### config.mk
export PLATFORM = sky130hd
export DESIGN_NAME = zion_processor_component_lib_inst_fetch
export DESIGN_NICKNAME = d
export VERILOG_FILES = /design/src/rtl/zion_processor_component_lib_inst_fetch.sv
export SDC_FILE = /design/constraint.sdc
export NUM_CORES = 1
export LEC_CHECK = 0
export ABC_AREA = 1
export CAP_MARGIN = 30
export CORE_MARGIN = 2
export CORE_UTILIZATION = 57
export DETAILED_ROUTE_END_ITERATION = 8
export GPL_TIMING_DRIVEN = 0
export PLACE_DENSITY = 0.81
export SLEW_MARGIN = 0
export SYNTH_ARGS = -nofsm -noshare
export SYNTH_HDL_FRONTEND = slang
export SYNTH_SLANG_ARGS = --single-unit
### constraint.sdc
create_clock -name clk -period 16.4 [get_ports clk]
set_input_delay 3.28 -clock clk [delete_from_list [all_inputs] [get_ports clk]]
set_output_delay 3.28 -clock clk [all_outputs]
set_load 0.01 [all_outputs]
### src/rtl/zion_processor_component_lib_inst_fetch.sv
// Instruction fetch: issues in-order memory requests from the current PC, queues responses with their PCs for decode.
// Queue adds one cycle after the memory response; requests are credit-limited so responses are never back-pressured.

module zion_processor_component_lib_inst_fetch_fifo #(
    parameter int WIDTH = 32,
    parameter int DEPTH = 2
) (
    input  logic                         clk,
    input  logic                         rst,
    input  logic                         clr_i,
    input  logic                         push_i,
    input  logic [WIDTH-1:0]             push_dat_i,
    input  logic                         pop_i,
    output logic [WIDTH-1:0]             pop_dat_o,
    output logic [$clog2(DEPTH+1)-1:0]   count_o
);
    localparam int PW = (DEPTH > 1) ? $clog2(DEPTH) : 1;
    localparam int CW = $clog2(DEPTH+1);

    logic [WIDTH-1:0] mem_q [DEPTH];
    logic [PW-1:0]    wptr_q, wptr_d;
    logic [PW-1:0]    rptr_q, rptr_d;
    logic [CW-1:0]    count_q, count_d;

    // Explicit wrap so non-power-of-two depths also work.
    function automatic logic [PW-1:0] ptr_inc(input logic [PW-1:0] p);
        return (p == PW'(DEPTH-1)) ? '0 : p + PW'(1);
    endfunction

    always_comb begin
        wptr_d  = wptr_q;
        rptr_d  = rptr_q;
        count_d = count_q;
        if (clr_i) begin
            wptr_d  = '0;
            rptr_d  = '0;
            count_d = '0;
        end else begin
            if (push_i) wptr_d = ptr_inc(wptr_q);
            if (pop_i)  rptr_d = ptr_inc(rptr_q);
            count_d = count_q + CW'(push_i) - CW'(pop_i);
        end
    end

    always_ff @(posedge clk or posedge rst) begin
        if (rst) begin
            wptr_q  <= '0;
            rptr_q  <= '0;
            count_q <= '0;
        end else begin
            wptr_q  <= wptr_d;
            rptr_q  <= rptr_d;
            count_q <= count_d;
        end
    end

    always_ff @(posedge clk or posedge rst) begin
        if (rst) begin
            for (int i = 0; i < DEPTH; i++) mem_q[i] <= '0;
        end else if (push_i && !clr_i) begin
            mem_q[wptr_q] <= push_dat_i;
        end
    end

    assign pop_dat_o = mem_q[rptr_q];
    assign count_o   = count_q;
endmodule

module zion_processor_component_lib_inst_fetch #(
    parameter int PC_WIDTH        = 32,
    parameter int INST_WIDTH      = 32,
    parameter int QUEUE_DEPTH     = 4,
    parameter int MAX_OUTSTANDING = 2
) (
    input  logic                  clk,
    input  logic                  rst,
    input  logic [PC_WIDTH-1:0]   iPc,
    output logic                  oStall,
    input  logic                  iFlush,
    output logic                  oReqVld,
    output logic [PC_WIDTH-1:0]   oReqAddr,
    input  logic                  iReqRdy,
    input  logic                  iRspVld,
    input  logic [INST_WIDTH-1:0] iRspInst,
    output logic                  oInstVld,
    output logic [PC_WIDTH-1:0]   oInstPc,
    output logic [INST_WIDTH-1:0] oInst,
    input  logic                  iInstRdy
);
    localparam int OW = $clog2(MAX_OUTSTANDING+1);
    localparam int QW = $clog2(QUEUE_DEPTH+1);
    localparam int SW = ((OW > QW) ? OW : QW) + 1;

    logic [OW-1:0]       out_cnt_q, out_cnt_d;
    logic [OW-1:0]       drop_cnt_q, drop_cnt_d;
    logic [OW-1:0]       pend_count;
    logic [QW-1:0]       q_count;
    logic [PC_WIDTH-1:0] pend_pc;
    logic                can_issue;
    logic                req_fire;
    logic                rsp_keep;
    logic                inst_pop;

    // Reserve a queue slot for every request in flight so responses always fit.
    assign can_issue = (out_cnt_q < OW'(MAX_OUTSTANDING)) &&
                       ((SW'(out_cnt_q) + SW'(q_count)) < SW'(QUEUE_DEPTH));

    assign oReqVld  = can_issue & ~iFlush & ~rst;
    assign oReqAddr = iPc;
    assign req_fire = oReqVld & iReqRdy;
    assign oStall   = ~(req_fire | iFlush);

    assign rsp_keep = iRspVld & (drop_cnt_q == '0) & ~iFlush;
    assign oInstVld = (q_count != '0) & ~iFlush & ~rst;
    assign inst_pop = oInstVld & iInstRdy;

    always_comb begin
        out_cnt_d  = out_cnt_q + OW'(req_fire) - OW'(iRspVld);
        drop_cnt_d = drop_cnt_q;
        // Everything still in flight after a redirect is wrong-path.
        if (iFlush) begin
            drop_cnt_d = out_cnt_q - OW'(iRspVld);
        end else if (iRspVld && (drop_cnt_q != '0)) begin
            drop_cnt_d = drop_cnt_q - OW'(1);
        end
    end

    always_ff @(posedge clk or posedge rst) begin
        if (rst) begin
            out_cnt_q  <= '0;
            drop_cnt_q <= '0;
        end else begin
            out_cnt_q  <= out_cnt_d;
            drop_cnt_q <= drop_cnt_d;
        end
    end

    zion_processor_component_lib_inst_fetch_fifo #(
        .WIDTH (PC_WIDTH),
        .DEPTH (MAX_OUTSTANDING)
    ) u_pend_fifo (
        .clk        (clk),
        .rst        (rst),
        .clr_i      (1'b0),
        .push_i     (req_fire),
        .push_dat_i (iPc),
        .pop_i      (iRspVld),
        .pop_dat_o  (pend_pc),
        .count_o    (pend_count)
    );

    zion_processor_component_lib_inst_fetch_fifo #(
        .WIDTH (PC_WIDTH + INST_WIDTH),
        .DEPTH (QUEUE_DEPTH)
    ) u_inst_queue (
        .clk        (clk),
        .rst        (rst),
        .clr_i      (iFlush),
        .push_i     (rsp_keep),
        .push_dat_i ({pend_pc, iRspInst}),
        .pop_i      (inst_pop),
        .pop_dat_o  ({oInstPc, oInst}),
        .count_o    (q_count)
    );

    a_rsp_with_outstanding: assert property (@(posedge clk) disable iff (rst)
        iRspVld |-> (out_cnt_q != '0));
    a_out_cnt_bound: assert property (@(posedge clk) disable iff (rst)
        out_cnt_q <= OW'(MAX_OUTSTANDING));
    a_drop_le_out: assert property (@(posedge clk) disable iff (rst)
        drop_cnt_q <= out_cnt_q);
    a_pend_tracks_out: assert property (@(posedge clk) disable iff (rst)
        pend_count == out_cnt_q);
endmodule
After elaboration in Yosys (flattened, before gate mapping)
Cells that the tools add are included.
{ "totals": {"ff_bits": 333, "in_bits": 70, "out_inout_bits": 99} }
{ "classes": {"eq_ne": 2, "n_lt_le_gt_ge": 8, "bitwise_logic": 16, "n_mux": 23, "reduce_logical": 12, "add_sub_neg": 11} }
{ "op_table": {"columns": ["operator", "n"], "rows": [
  ["bitwise mux 256 bit", 1],
  ["2-to-1 mux 64 bit", 3],
  ["binary-select mux 64 bit (select 2 bit)", 1],
  ["demux 64 bit (select 2 bit)", 1],
  ["2-to-1 mux 32 bit", 4],
  ["bitwise mux 64 bit", 1],
  ["demux 32 bit (select 1 bit)", 1],
  ["2-to-1 mux 2 bit", 8],
  ["AND 1 bit", 8],
  ["nonzero test 2 bit", 4],
  [">= comparator 3 bit, second input constant", 2],
  ["NOT 2 -> 3 bit", 2],
  ["logical AND 1 bit", 5],
  ["adder 2 x 1 -> 2 bit, second input constant", 2],
  ["adder 2 x 3 -> 4 bit", 1],
  ["equality test 2 bit, second input constant", 2],
  [">= comparator 2 bit, second input constant", 2],
  ["< comparator 4 x 3 -> 1 bit, second input constant", 1],
  ["NOT 1 -> 2 bit", 2],
  ["subtractor 2 x 1 -> 2 bit", 2],
  ["adder 3 x 1 -> 3 bit", 1],
  ["< comparator 3 x 1 -> 1 bit, second input constant", 1],
  ["2-to-1 mux 3 bit", 1],
  ["NOT 1 bit", 3],
  ["11 further kinds", 13]
]} }

Logic depth before layout (Yosys ltp)
Gate-level depths: netlist of run 1.
{ "depth": {"depth_word": 8, "mapped_depth": 11, "mapped_depth_nobuf": 11} }

Modules after synthesis
Synthesis of run 1 repeated with hierarchy kept, for this count alone.
{ "hier_totals": {"hier_cells": 1810, "hier_area_um2": 15628.7} }
{ "by_module_without_submodules": {"columns": ["mod", "seq_area_each_um2", "area_per_inst_um2", "n_inst", "cells_per_inst"], "rows": [
  ["zion_processor_component_lib_inst_fetch_fifo at u_inst_queue", 6581.3, 11955.2, 1, 1431],
  ["zion_processor_component_lib_inst_fetch_fifo at u_pend_fifo", 1701.6, 3095.5, 1, 300],
  ["zion_processor_component_lib_inst_fetch", 100.1, 578.1, 1, 79]
]} }

Worst setup path after synthesis of run 1
OpenSTA, ideal clock, no wires.
{ "synth_path": {"path_kind": "input to output", "startpoint": "input iFlush", "endpoint": "output oStall", "stages": 6, "n_path_buf": 2, "setup_slack_ps": 8968, "t_required_ps": 13120, "arrival_time_ps": 4152, "path_cell_list": "buf_2 > nor2_1 > nand2_1 > nor2_2 > buf_2 > a21oi_1"} }
{ "synth_via": {"elab_chain_len": 6} }
{ "synth_rtl": {"columns": ["item", "line", "source"], "rows": [
  ["start, declared", "79", "input logic iFlush,"],
  ["NOT 1 bit", "108", "assign oReqVld = can_issue & ~iFlush & ~rst;"],
  ["AND 1 bit (2 in series)", "108", null],
  ["via oReqVld", "80", "output logic oReqVld,"],
  ["AND 1 bit", "110", "assign req_fire = oReqVld & iReqRdy;"],
  ["OR 1 bit", "111", "assign oStall = ~(req_fire | iFlush);"],
  ["NOT 1 bit", "111", null],
  ["end, declared", "78", "output logic oStall,"]
]} }
The timed path passes the listed nets, and every way through them passes these cells.

Worst setup path after layout of run 1
{ "layout_path": {"startpoint": "input rst", "endpoint": "output oStall"} }
{ "layout_via": {"elab_chain_len": 5} }
{ "layout_rtl": {"columns": ["item", "line", "source"], "rows": [
  ["start, declared", "76", "input logic rst,"],
  ["NOT 1 bit", "108", null],
  ["AND 1 bit", "108", null],
  ["AND 1 bit", "110", null],
  ["OR 1 bit", "111", null],
  ["NOT 1 bit", "111", null]
]} }
No other way between the ends.

==> results.md, run 1 <==
- Final HPWL DP: between 20 and 30 mm
- Skew final: about 10 ps
- TritonCTS Sinks: 333
- Num CTS Buffers: 36
- Switch Pwr: 0.000978 W
- Total power of the final layout: around 0.003 W
- Gpl congestion: 0.864
- CTS tree: built
- Final Hold Viols: 0
- Achievable Freq: 116 MHz
- Area leader, netlist: dfrtp_1
- Pin count of the biggest net entering global routing: 131
- Core Region: 26100 um2
- FILL cells: 1925
- Final setup fails: 0
- DR vias: between 10k and 15k
- IO Port Bufs: 167
- Worst Path Max Fanout: 10
- Residual DRC: 0
- Antenna violations before repair: 0
- Post-layout min period: 8640 ps
- Area growth from synthesis to layout: 22.6%
- Hold Crit Class: reg -> reg
- Iteration-0 DRC Markers: 1643
- Critical Path RT: 13120 ps
- Ant. Diodes: 0
- Total power divided by cell area: 161 nW/um2
- Post-CTS Hold Buffers: 0
- Die width: about 170 um
- Setup ws final: about 7800 ps
- Final Max Slew Viols: 0
- Register area share after synthesis: a little under three fifths
- Worst EP arrival: 5360 ps
- Flop pwr share: 40.4%
- WL final: 42.9 mm
- Vias in the first global route: 13.8k
- Worst Setup Start Kind: input port
- Clock network power share: 29.1%
- First-pass GRT wire length: roughly 70 mm
- Vias per cell: 5.79
- Top cell type's share of synthesized area: 55.2%
- Setup Fix Bufs, Post-CTS: 0
- Outcome: finished, final reports clean
- Final hold slack: 464 ps
- Most frequent cells in the layout: nand2_1, dfrtp_1, o21ai_0, clkdlybuf4s50_1, nor2_1
- Sequential Area: between 8000 and 9000 um2
- Cts repair resizes: 0
- Mapped cell area: 15100 um2
- Gate Count Post-Synth: 1797
- Rel. slew slack: 51.5%
- Commonest non-fill, non-tap cell in the layout: nand2_1
- Pre-CTS setup slack: 7780 ps
- Mapped Avg Cell Area: about 8.4 um2
- Post-DRT Antenna Nets: 0
- Maximum VDD drop: 0.121 mV
- Overall routing resource usage: 31.2%
- # rows: 59
- P_int: about 0.002 W
- Comb pwr share: 30.5%
- Least-Margin Pin Slew: 727 ps
- Die area: 27800 um2
- Chip height: roughly 170 um
- Placed cell count: 2301
- Area of the multi-input gates: 5760 um2
- Mapped Nets: 1879
- Sw Ratio: 32.7%
- Top cells by area, synth: dfrtp_1, nand2_1, o21ai_0, nor2_1, o22ai_1
- Leakage: 9.40 nW
- Final setup TNS: 0 ps
- Critical path endpoint category: output port
- Max-cap violation count: 0
- Synthesized flop and latch total: between 300 and 400
- DRT Pass-1 Iters: 6
- Unique masters post-synth: 25
- Worst skew pair latency: between 500 and 600 ps
- RSZ-0062 raised after global routing: false
- Final period util: 52.7%
- Drt wl/cell: 18.2 um
- Ratio of cells with drive above 1 in the final layout: under 10%
- Clock root buffer: clkbuf_16
- Clock tree buffer depth: 3
- Ports: 169
- Layout Nets: approximately 2.1k
- Critical path class: in -> out
- Finished Layout Cells: 2361
- Gr ovfl total: 0
- Yosys warnings: 0
- Clock slew at reported path FFs: 60 ps
- H-tree levels: 2
- Initial Utilization: 57.9%
-- area by class of cell --
type                       count  area share (%)
sequential                   333            45.0
multi-input combinational   1250            31.1
timing repair buffer         169            9.33
clock buffer                  48            5.50
buffer                       158            4.25
tap                          335            2.27
clock inverter                12            1.29
inverter                      56            1.18
-- logic make-up (layout without fill, tap and decap cells) --
kind of cell	count (synthesis)	count (layout)	share of synthesized area, %
and+or+nand+nor	871	871	23.0
muxes	32	32	2.39
AOI/OAI and AO/OA	330	330	11.5
xor gates and xnor gates	5	5	0.290
DFF	333	333	55.2
adders and majority gates	12	12	1.04
buffers and inverters	214	443	6.61
-- path summary, 6_finish.rpt --
path	from	endpoint	slack, ps	cells after the start
hold / removal	u_pend_fifo.mem_q[20]	u_pend_fifo.mem_q[20]	460	2
max in group asynchronous	rst	u_pend_fifo.mem_q[55]	11530	4
setup reg to reg	u_inst_queue.count_o[1]	out_cnt_q[1]	13690	11
min in group asynchronous	rst	u_inst_queue.mem_q[137]	3340	2
hold reg to reg	u_pend_fifo.mem_q[20]	u_pend_fifo.mem_q[20]	460	2
setup / recovery	rst	oStall	7760	7
-- Yosys cell counts (all sizes together) --
master  number
nand2      661
xor2         3
clkbuf      82
buf         76
nand3        6
o21ai      263
nor3         2
clkinv       1
dfrtp      333
a21oi        2
mux2        32
ha          11
and3         1
fa           1
nor2       137
xnor2        2
inv         55
o22ai       65
nand4       64
-- registers in the layout, indices dropped and copies added, names as in the netlist --
signal                flops
u_inst_queue.rptr_q       2
out_cnt_q                 2
u_pend_fifo.rptr_q        1
drop_cnt_q                2
u_pend_fifo.mem_q        64
u_pend_fifo.wptr_q        1
u_inst_queue.wptr_q       2
u_inst_queue.count_o      3
u_inst_queue.mem_q      256
-- worst max-delay path, cell delays in order --
cell	delay, ps
clkdlybuf4s50_1	530
nor2_1	190
nand2_1	90
nor2_2	390
buf_2	300
a21oi_1	90
clkdlybuf4s50_1	490
-- per-stage QoR --
stage               utilization [%]  area, um2
floorplan                         -      15100
global placement               65.9      17200
detailed placement             66.2      17200
CTS                            71.0      18500
global route                   71.0      18500
finish                         71.0      18500
-- power by group through the flow --
stage	sequential [W]	clock, W	combinational [W]
3_5_place_dp	0.00121	0	0.000892
5_1_grt	0.00123	0.000907	0.00101
2_1_floorplan	0.00118	0	0.000548
6_report	0.00121	0.000869	0.000912
4_1_cts	0.00120	0.000870	0.000905
3_3_place_gp	0.00120	0	0.000866
-- per-layer routing --
layer / wire (um) / track usage [%] / vias up
met5: 0 / 0 / -
met4: 1530 / 13.4 / 0
met3: 3810 / 5.16 / 110
met2: 20200 / 50.3 / 748
met1: 17300 / 42.2 / 6575
li1: - / - / 6245
No activity file was read; power rests on OpenSTA's default activity.
==> inputs of run 2 (changes only) <==
clock period = 8.35 ns   (was 16.4 ns; I/O delays follow)
==> results.md, run 2 (synthesis results as in run 1) <==
- Outcome: finished, final reports clean (unchanged)
- Post-layout min period: roughly 5400 ps
- Residual DRC: 0 (unchanged)
- Hold Crit Class: reg -> reg (unchanged)
- Gpl congestion: 0.863 (was 0.864)
- Flop pwr share: 40.5% (was 40.4%)
- Area after DPL: 17300 um2 (was 17200 um2)
- Critical path endpoint category: output port (unchanged)
- HP Start: u_pend_fifo.mem_q[13] (was u_pend_fifo.mem_q[20])
- Die width: 167 um (unchanged)
- WHS Path Cells: 2 (unchanged)
- Antenna violations before repair: 0 (unchanged)
- Area growth from synthesis to layout: 23.4% (was 22.6%)
- DR vias: 13.8k (was 13.7k)
- Iteration-0 DRC Markers: 1904 (was 1643)
- Critical path class: in -> out (unchanged)
- Total power divided by cell area: 315 nW/um2 (was 161 nW/um2)
- Ratio of cells with drive above 1 in the final layout: 8.61% (was 8.19%)
- Reg2Reg Depth: 11 (unchanged)
- Worst Path Max Fanout: 10 (unchanged)
- Clock slew at reported path FFs: 60 ps (about the same)
- Switch Pwr: 0.00193 W (was 0.000978 W)
- Comb pwr share: 30.6% (was 30.5%)
- WL final: 43.8 mm (was 42.9 mm)
- Achievable Freq: 186 MHz
- Die area: 27800 um2 (unchanged)
- Least-Margin Pin Slew: 697 ps (was 727 ps)
- Final Max Slew Viols: 0 (unchanged)
- # rows: 59 (unchanged)
- Worst Setup Start Kind: input port (unchanged)
- Setup Fix Bufs, Post-CTS: 0 (unchanged)
- Rel. slew slack: 53.5% (was 51.5%)
- Layout Nets: 2092 (was 2086)
- Max FFs per register: 256 (unchanged)
- Vias in the first global route: 13.8k (about the same)
- End of the worst hold path: u_pend_fifo.mem_q[13] (was u_pend_fifo.mem_q[20])
- DRT Pass-1 Iters: 5 (was 6)
- First-pass GRT wire length: 70.9 mm (was 70.1 mm)
- IO Port Bufs: 167 (unchanged)
- Final setup TNS: 0 ps (unchanged)
- Worst R2R Setup Slack: 5640 ps (was 13690 ps)
- Worst skew pair latency: 520 ps (about the same)
- Most frequent cells in the layout: nand2_1, dfrtp_1, o21ai_0, clkdlybuf4s50_1, nor2_1 (unchanged)
- Cts repair resizes: 0 (unchanged)
- Initial Utilization: 57.9% (unchanged)
- Critical Path RT: 6680 ps (was 13120 ps)
- Worst EP arrival: 3700 ps (was 5360 ps)
- Clock tree buffer depth: 3 (unchanged)
- Top reg by flops: u_inst_queue.mem_q (unchanged)
- Post-DRT Antenna Nets: 0 (unchanged)
- Post-CTS Hold Buffers: 0 (unchanged)
- Vias per cell: 5.81 (was 5.79)
- Gr ovfl total: 0 (unchanged)
- Overall routing resource usage: 31.7% (was 31.2%)
- Chip height: 167 um (unchanged)
- Pre-CTS setup slack: 3030 ps (was 7780 ps)
- Final Hold Viols: 0 (unchanged)
- H-tree levels: 2 (unchanged)
- Final HPWL DP: 29.0 mm (was 28.4 mm)
- Final setup fails: 0 (unchanged)
- Leakage: 9.45 nW (was 9.40 nW)
- Commonest non-fill, non-tap cell in the layout: nand2_1 (unchanged)
- Pin count of the biggest net entering global routing: 45 (was 131)
- Ant. Diodes: 0 (unchanged)
- Setup ws final: 2980 ps (was 7760 ps)
- Core Region: 26100 um2 (unchanged)
- Ports: 169 (unchanged)
- Sw Ratio: 32.9% (was 32.7%)
- RSZ-0062 raised after global routing: false (unchanged)
- CTS tree: built (unchanged)
- FILL cells: 1957 (was 1925)
- Final period util: 64.3%
- Num CTS Buffers: 35 (was 36)
- Post-route cell area: 18600 um2 (was 18500 um2)
- Skew final: 10.1 ps (about the same)
- TritonCTS Sinks: 333 (unchanged)
- Reg-to-reg startpoint: out_cnt_q[1] (was u_inst_queue.count_o[1])
- Drt wl/cell: 18.5 um (was 18.2 um)
- P_int: 0.00393 W (was 0.00201 W)
- Reg-to-Reg End: out_cnt_q[1] (unchanged)
- Max-cap violation count: 0 (unchanged)
- Maximum VDD drop: 0.233 mV (was 0.121 mV)
- Clock root buffer: clkbuf_16 (unchanged)
- Clock network power share: 28.8% (was 29.1%)
## run 2: worst max-delay path by stage
stage | start | end | cells past startpoint
6_report | rst | oStall | 7
5_1_grt | rst | oStall | 7
4_1_cts | rst | oStall | 7
3_5_place_dp | rst | oStall | 7
3_3_place_gp | rst | u_pend_fifo.mem_q[22] | 2
2_1_floorplan | rst | drop_cnt_q[0] | 1
## run 2: layer usage
metal  track usage, %  wire [um]
met1             42.8      17400
met4             12.7       1490
met5                0          0
met2             51.5      20800
met3             5.47       4040
## run 2: layout make-up
class                   instances  area [um2]  share of cell area, %
flip-flops and latches        333        8330                   44.8
multi-input cells            1250        5760                   30.9
repair buffers                176        1850                   9.95
clock buffers                  47        1030                   5.55
plain buffers                 158         787                   4.23
well taps                     335         419                   2.25
clock inverters                12         216                   1.16
inverters                      56         214                   1.15
## run 2: stage by stage
stage | hold WS, ps | power (W) | std cells | utilization (%)
floorplan | 436 | 0.00339 | 1797 | -
global placement | 448 | 0.00406 | 2299 | 65.9
detailed placement | 453 | 0.00413 | 2307 | 66.6
CTS | 468 | 0.00584 | 2366 | 71.4
global route | 489 | 0.00616 | 2367 | 71.4
finish | 465 | 0.00586 | 2367 | 71.4
## run 2: worst max-delay path, stage by stage
cell and delay [ps]:
clkdlybuf4s50_1 480, nor2_1 190, nand2_1 80, nor2_2 400, buf_2 290, a21oi_1 80
clkdlybuf4s50_1 490
## run 2: power by group through the flow
stage / Combinational [W] / Sequential [W] / Clock, W
2_1_floorplan: 0.00108 / 0.00231 / 0
3_3_place_gp: 0.00170 / 0.00236 / 0
3_5_place_dp: 0.00175 / 0.00237 / 0
4_1_cts: 0.00178 / 0.00236 / 0.00170
5_1_grt: 0.00198 / 0.00242 / 0.00176
6_report: 0.00180 / 0.00238 / 0.00169
==> inputs of run 3 (changes only) <==
CORE_UTILIZATION = 51   (was 57)
PLACE_DENSITY = 0.76   (was 0.81)
clock period = 4.45 ns   (was 8.35 ns; I/O delays follow)
==> results.md, run 3 (synthesis results as in run 1) <==
- Gpl congestion: 0.871 (was 0.863)
- Die width: 176 um (was 167 um)
- Worst Path Max Fanout: 10 (unchanged)
- Achievable Freq: 248 MHz
- Leakage: 9.42 nW (was 9.45 nW)
- Worst path max stage delay: 620 ps (was 490 ps)
- Critical-path cell list: inv_1 > clkbuf_1 > clkbuf_1 > nor2_1 > o22ai_1 > clkdlybuf4s50_1 (was clkdlybuf4s50_1 > nor2_1 > nand2_1 > nor2_2 > buf_2 > a21oi_1 > clkdlybuf4s50_1)
- Post-CTS Hold Buffers: 0 (unchanged)
- Max FFs per register: 256 (unchanged)
- Reg-to-reg startpoint: u_inst_queue.count_o[1] (was out_cnt_q[1])
- Most common cell on crit path: clkbuf_1 (was clkdlybuf4s50_1)
- Ports: 169 (unchanged)
- # rows: 62 (was 59)
- Worst Setup EP: oInstPc[12] (was oStall)
- P_int: 0.00725 W (was 0.00393 W)
- Placed cell count: 2357 (was 2307)
- Total power divided by cell area: 583 nW/um2 (was 315 nW/um2)
- IO Port Bufs: 167 (unchanged)
- Skew final: 18.0 ps (was 10.1 ps)
- Slowest stage cell, crit path: clkdlybuf4s50_1 (unchanged)
- H-tree levels: 2 (unchanged)
- Ratio of cells with drive above 1 in the final layout: 8.44% (was 8.61%)
- Final HPWL DP: 29.2 mm (was 29.0 mm)
- Clock tree buffer depth: 3 (unchanged)
- Final hold slack: 466 ps (was 465 ps)
- Sw Ratio: 33.2% (was 32.9%)
- Commonest non-fill, non-tap cell in the layout: nand2_1 (unchanged)
- Critical path class: reg -> out (was in -> out)
- Most frequent cells in the layout: nand2_1, dfrtp_1, o21ai_0, clkdlybuf4s50_1, nor2_1 (unchanged)
- Overall routing resource usage: 28.4% (was 31.7%)
- Die area: 31000 um2 (was 27800 um2)
- Flop pwr share: 40.9% (was 40.5%)
- Final Hold Viols: 0 (unchanged)
- Reg-to-Reg End: out_cnt_q[1] (unchanged)
- Pin count of the biggest net entering global routing: 44 (was 45)
- Cts repair resizes: 0 (unchanged)
- Max-cap violation count: 0 (unchanged)
- Rel. slew slack: 52.2% (was 53.5%)
- Setup Fix Bufs, Post-CTS: 0 (unchanged)
- Layout Nets: 2094 (was 2092)
- Worst EP arrival: 3150 ps (was 3700 ps)
- Post-layout min period: 4040 ps
- Outcome: finished, final reports clean (unchanged)
- Num CTS Buffers: 37 (was 35)
- Hold Crit Class: reg -> reg (unchanged)
- Final period util: 90.7%
- Gr ovfl total: 0 (unchanged)
- Residual DRC: 0 (unchanged)
- CTS tree: built (unchanged)
- Maximum VDD drop: 0.296 mV (was 0.233 mV)
- Post-route cell area: 18600 um2 (about the same)
- WL final: 43.4 mm (was 43.8 mm)
- Area of the multi-input gates: 5760 um2 (unchanged)
- Finished Layout Cells: 2421 (was 2367)
- Top reg by flops: u_inst_queue.mem_q (unchanged)
- Worst skew pair latency: 520 ps (about the same)
- Buffers & Inverters on Critical Path: 4 (was 3)
- Drt wl/cell: 17.9 um (was 18.5 um)
- RSZ-0062 raised after global routing: false (unchanged)
- Worst R2R Setup Slack: 1790 ps (was 5640 ps)
- Vias per cell: 5.58 (was 5.81)
- Final setup fails: 0 (unchanged)
- DRT Pass-1 Iters: 5 (unchanged)
- Clock slew at reported path FFs: 60 ps (about the same)
- Worst Setup Start Kind: flop (was input port)
- Final setup TNS: 0 ps (unchanged)
- Initial Utilization: 52.2% (was 57.9%)
- Chip height: 176 um (was 167 um)
- CP Launch Point: u_inst_queue.rptr_q[0] (was rst)
- Reg2Reg Depth: 11 (unchanged)
- Critical Path RT: 3560 ps (was 6680 ps)
- Critical path endpoint category: output port (unchanged)
- Core Region: 28900 um2 (was 26100 um2)
- Sequential Area: 8330 um2 (unchanged)
- Final Max Slew Viols: 0 (unchanged)
- Comb pwr share: 31.1% (was 30.6%)
- Final core utilization: 64.4% (was 71.4%)
- Iteration-0 DRC Markers: 1375 (was 1904)
- First-pass GRT wire length: 69.8 mm (was 70.9 mm)
- CP delay by family, top: buffers and inverters (unchanged)
- Area after DPL: 17400 um2 (was 17300 um2)
- DR vias: 13.5k (was 13.8k)
- WP depth: 6 (was 7)
- TritonCTS Sinks: 333 (unchanged)
- Area growth from synthesis to layout: 23.4% (about the same)
- Ant. Diodes: 0 (unchanged)
- Antenna violations before repair: 0 (unchanged)
- Clock network power share: 28.0% (was 28.8%)
- Least-Margin Pin Slew: 717 ps (was 697 ps)
- Post-DRT Antenna Nets: 0 (unchanged)
- WHS Path Cells: 2 (unchanged)
- FILL cells: 2389 (was 1957)
- Switch Pwr: 0.00361 W (was 0.00193 W)
- Clock root buffer: clkbuf_16 (unchanged)
- Vias in the first global route: 13.2k (was 13.8k)
run 3: area by class of cell:
cell class                      instances  share of cell area [%]
Sequential cell                       333                    44.7
Multi-Input combinational cell       1250                    30.9
Timing Repair Buffer                  176                    9.94
Clock buffer                           56                    5.78
Buffer                                158                    4.23
Tap cell                              384                    2.58
Inverter                               56                    1.15
Clock inverter                          8                   0.652
run 3: worst min path at each step:
stage / end / slack, ps / start
floorplan: u_pend_fifo.mem_q[0] / 440 / u_pend_fifo.mem_q[0]
global route: u_pend_fifo.mem_q[0] / 480 / u_pend_fifo.mem_q[0]
finish: u_pend_fifo.mem_q[2] / 470 / u_pend_fifo.mem_q[2]
global placement: u_pend_fifo.mem_q[1] / 450 / u_pend_fifo.mem_q[1]
detailed placement: u_pend_fifo.mem_q[0] / 450 / u_pend_fifo.mem_q[0]
CTS: u_pend_fifo.mem_q[14] / 470 / u_pend_fifo.mem_q[14]
run 3: routing by layer:
metal	vias to the layer above	share of wire, %	GRT usage (%)
met1	6444	41	39.6
met2	697	47	46.2
met3	102	8.6	3.79
met4	0	3.0	9.68
met5	-	0	0
li1	6262	-	-
run 3: worst register-to-register path: stages (launching register included):
cell and delay [ps]:
dfrtp_1 430, ha_1 290, nand3_1 80, nand2_1 60, nor2_2 350, buf_2 310, nand2_1 180, ha_1 330
inv_1 40, ha_1 180, xnor2_1 170, xor2_1 160
run 3: stage by stage:
stage / setup slack, ps / power (W)
final: 413 / 0.0109
after global routing: 358 / 0.0115
after CTS: 497 / 0.0108
after detailed placement: 692 / 0.00777
after global placement: -3030 / 0.00765
after floorplan: -889 / 0.00636
run 3: power groups by stage:
| stage | combinational (W) | sequential (W) | clock (W) |
|---|---|---|---|
| finish | 0.00338 | 0.00444 | 0.00304 |
| global route | 0.00374 | 0.00454 | 0.00319 |
| CTS | 0.00336 | 0.00442 | 0.00306 |
| detailed placement | 0.00331 | 0.00445 | 0 |
| global placement | 0.00322 | 0.00443 | 0 |
| floorplan | 0.00202 | 0.00434 | 0 |
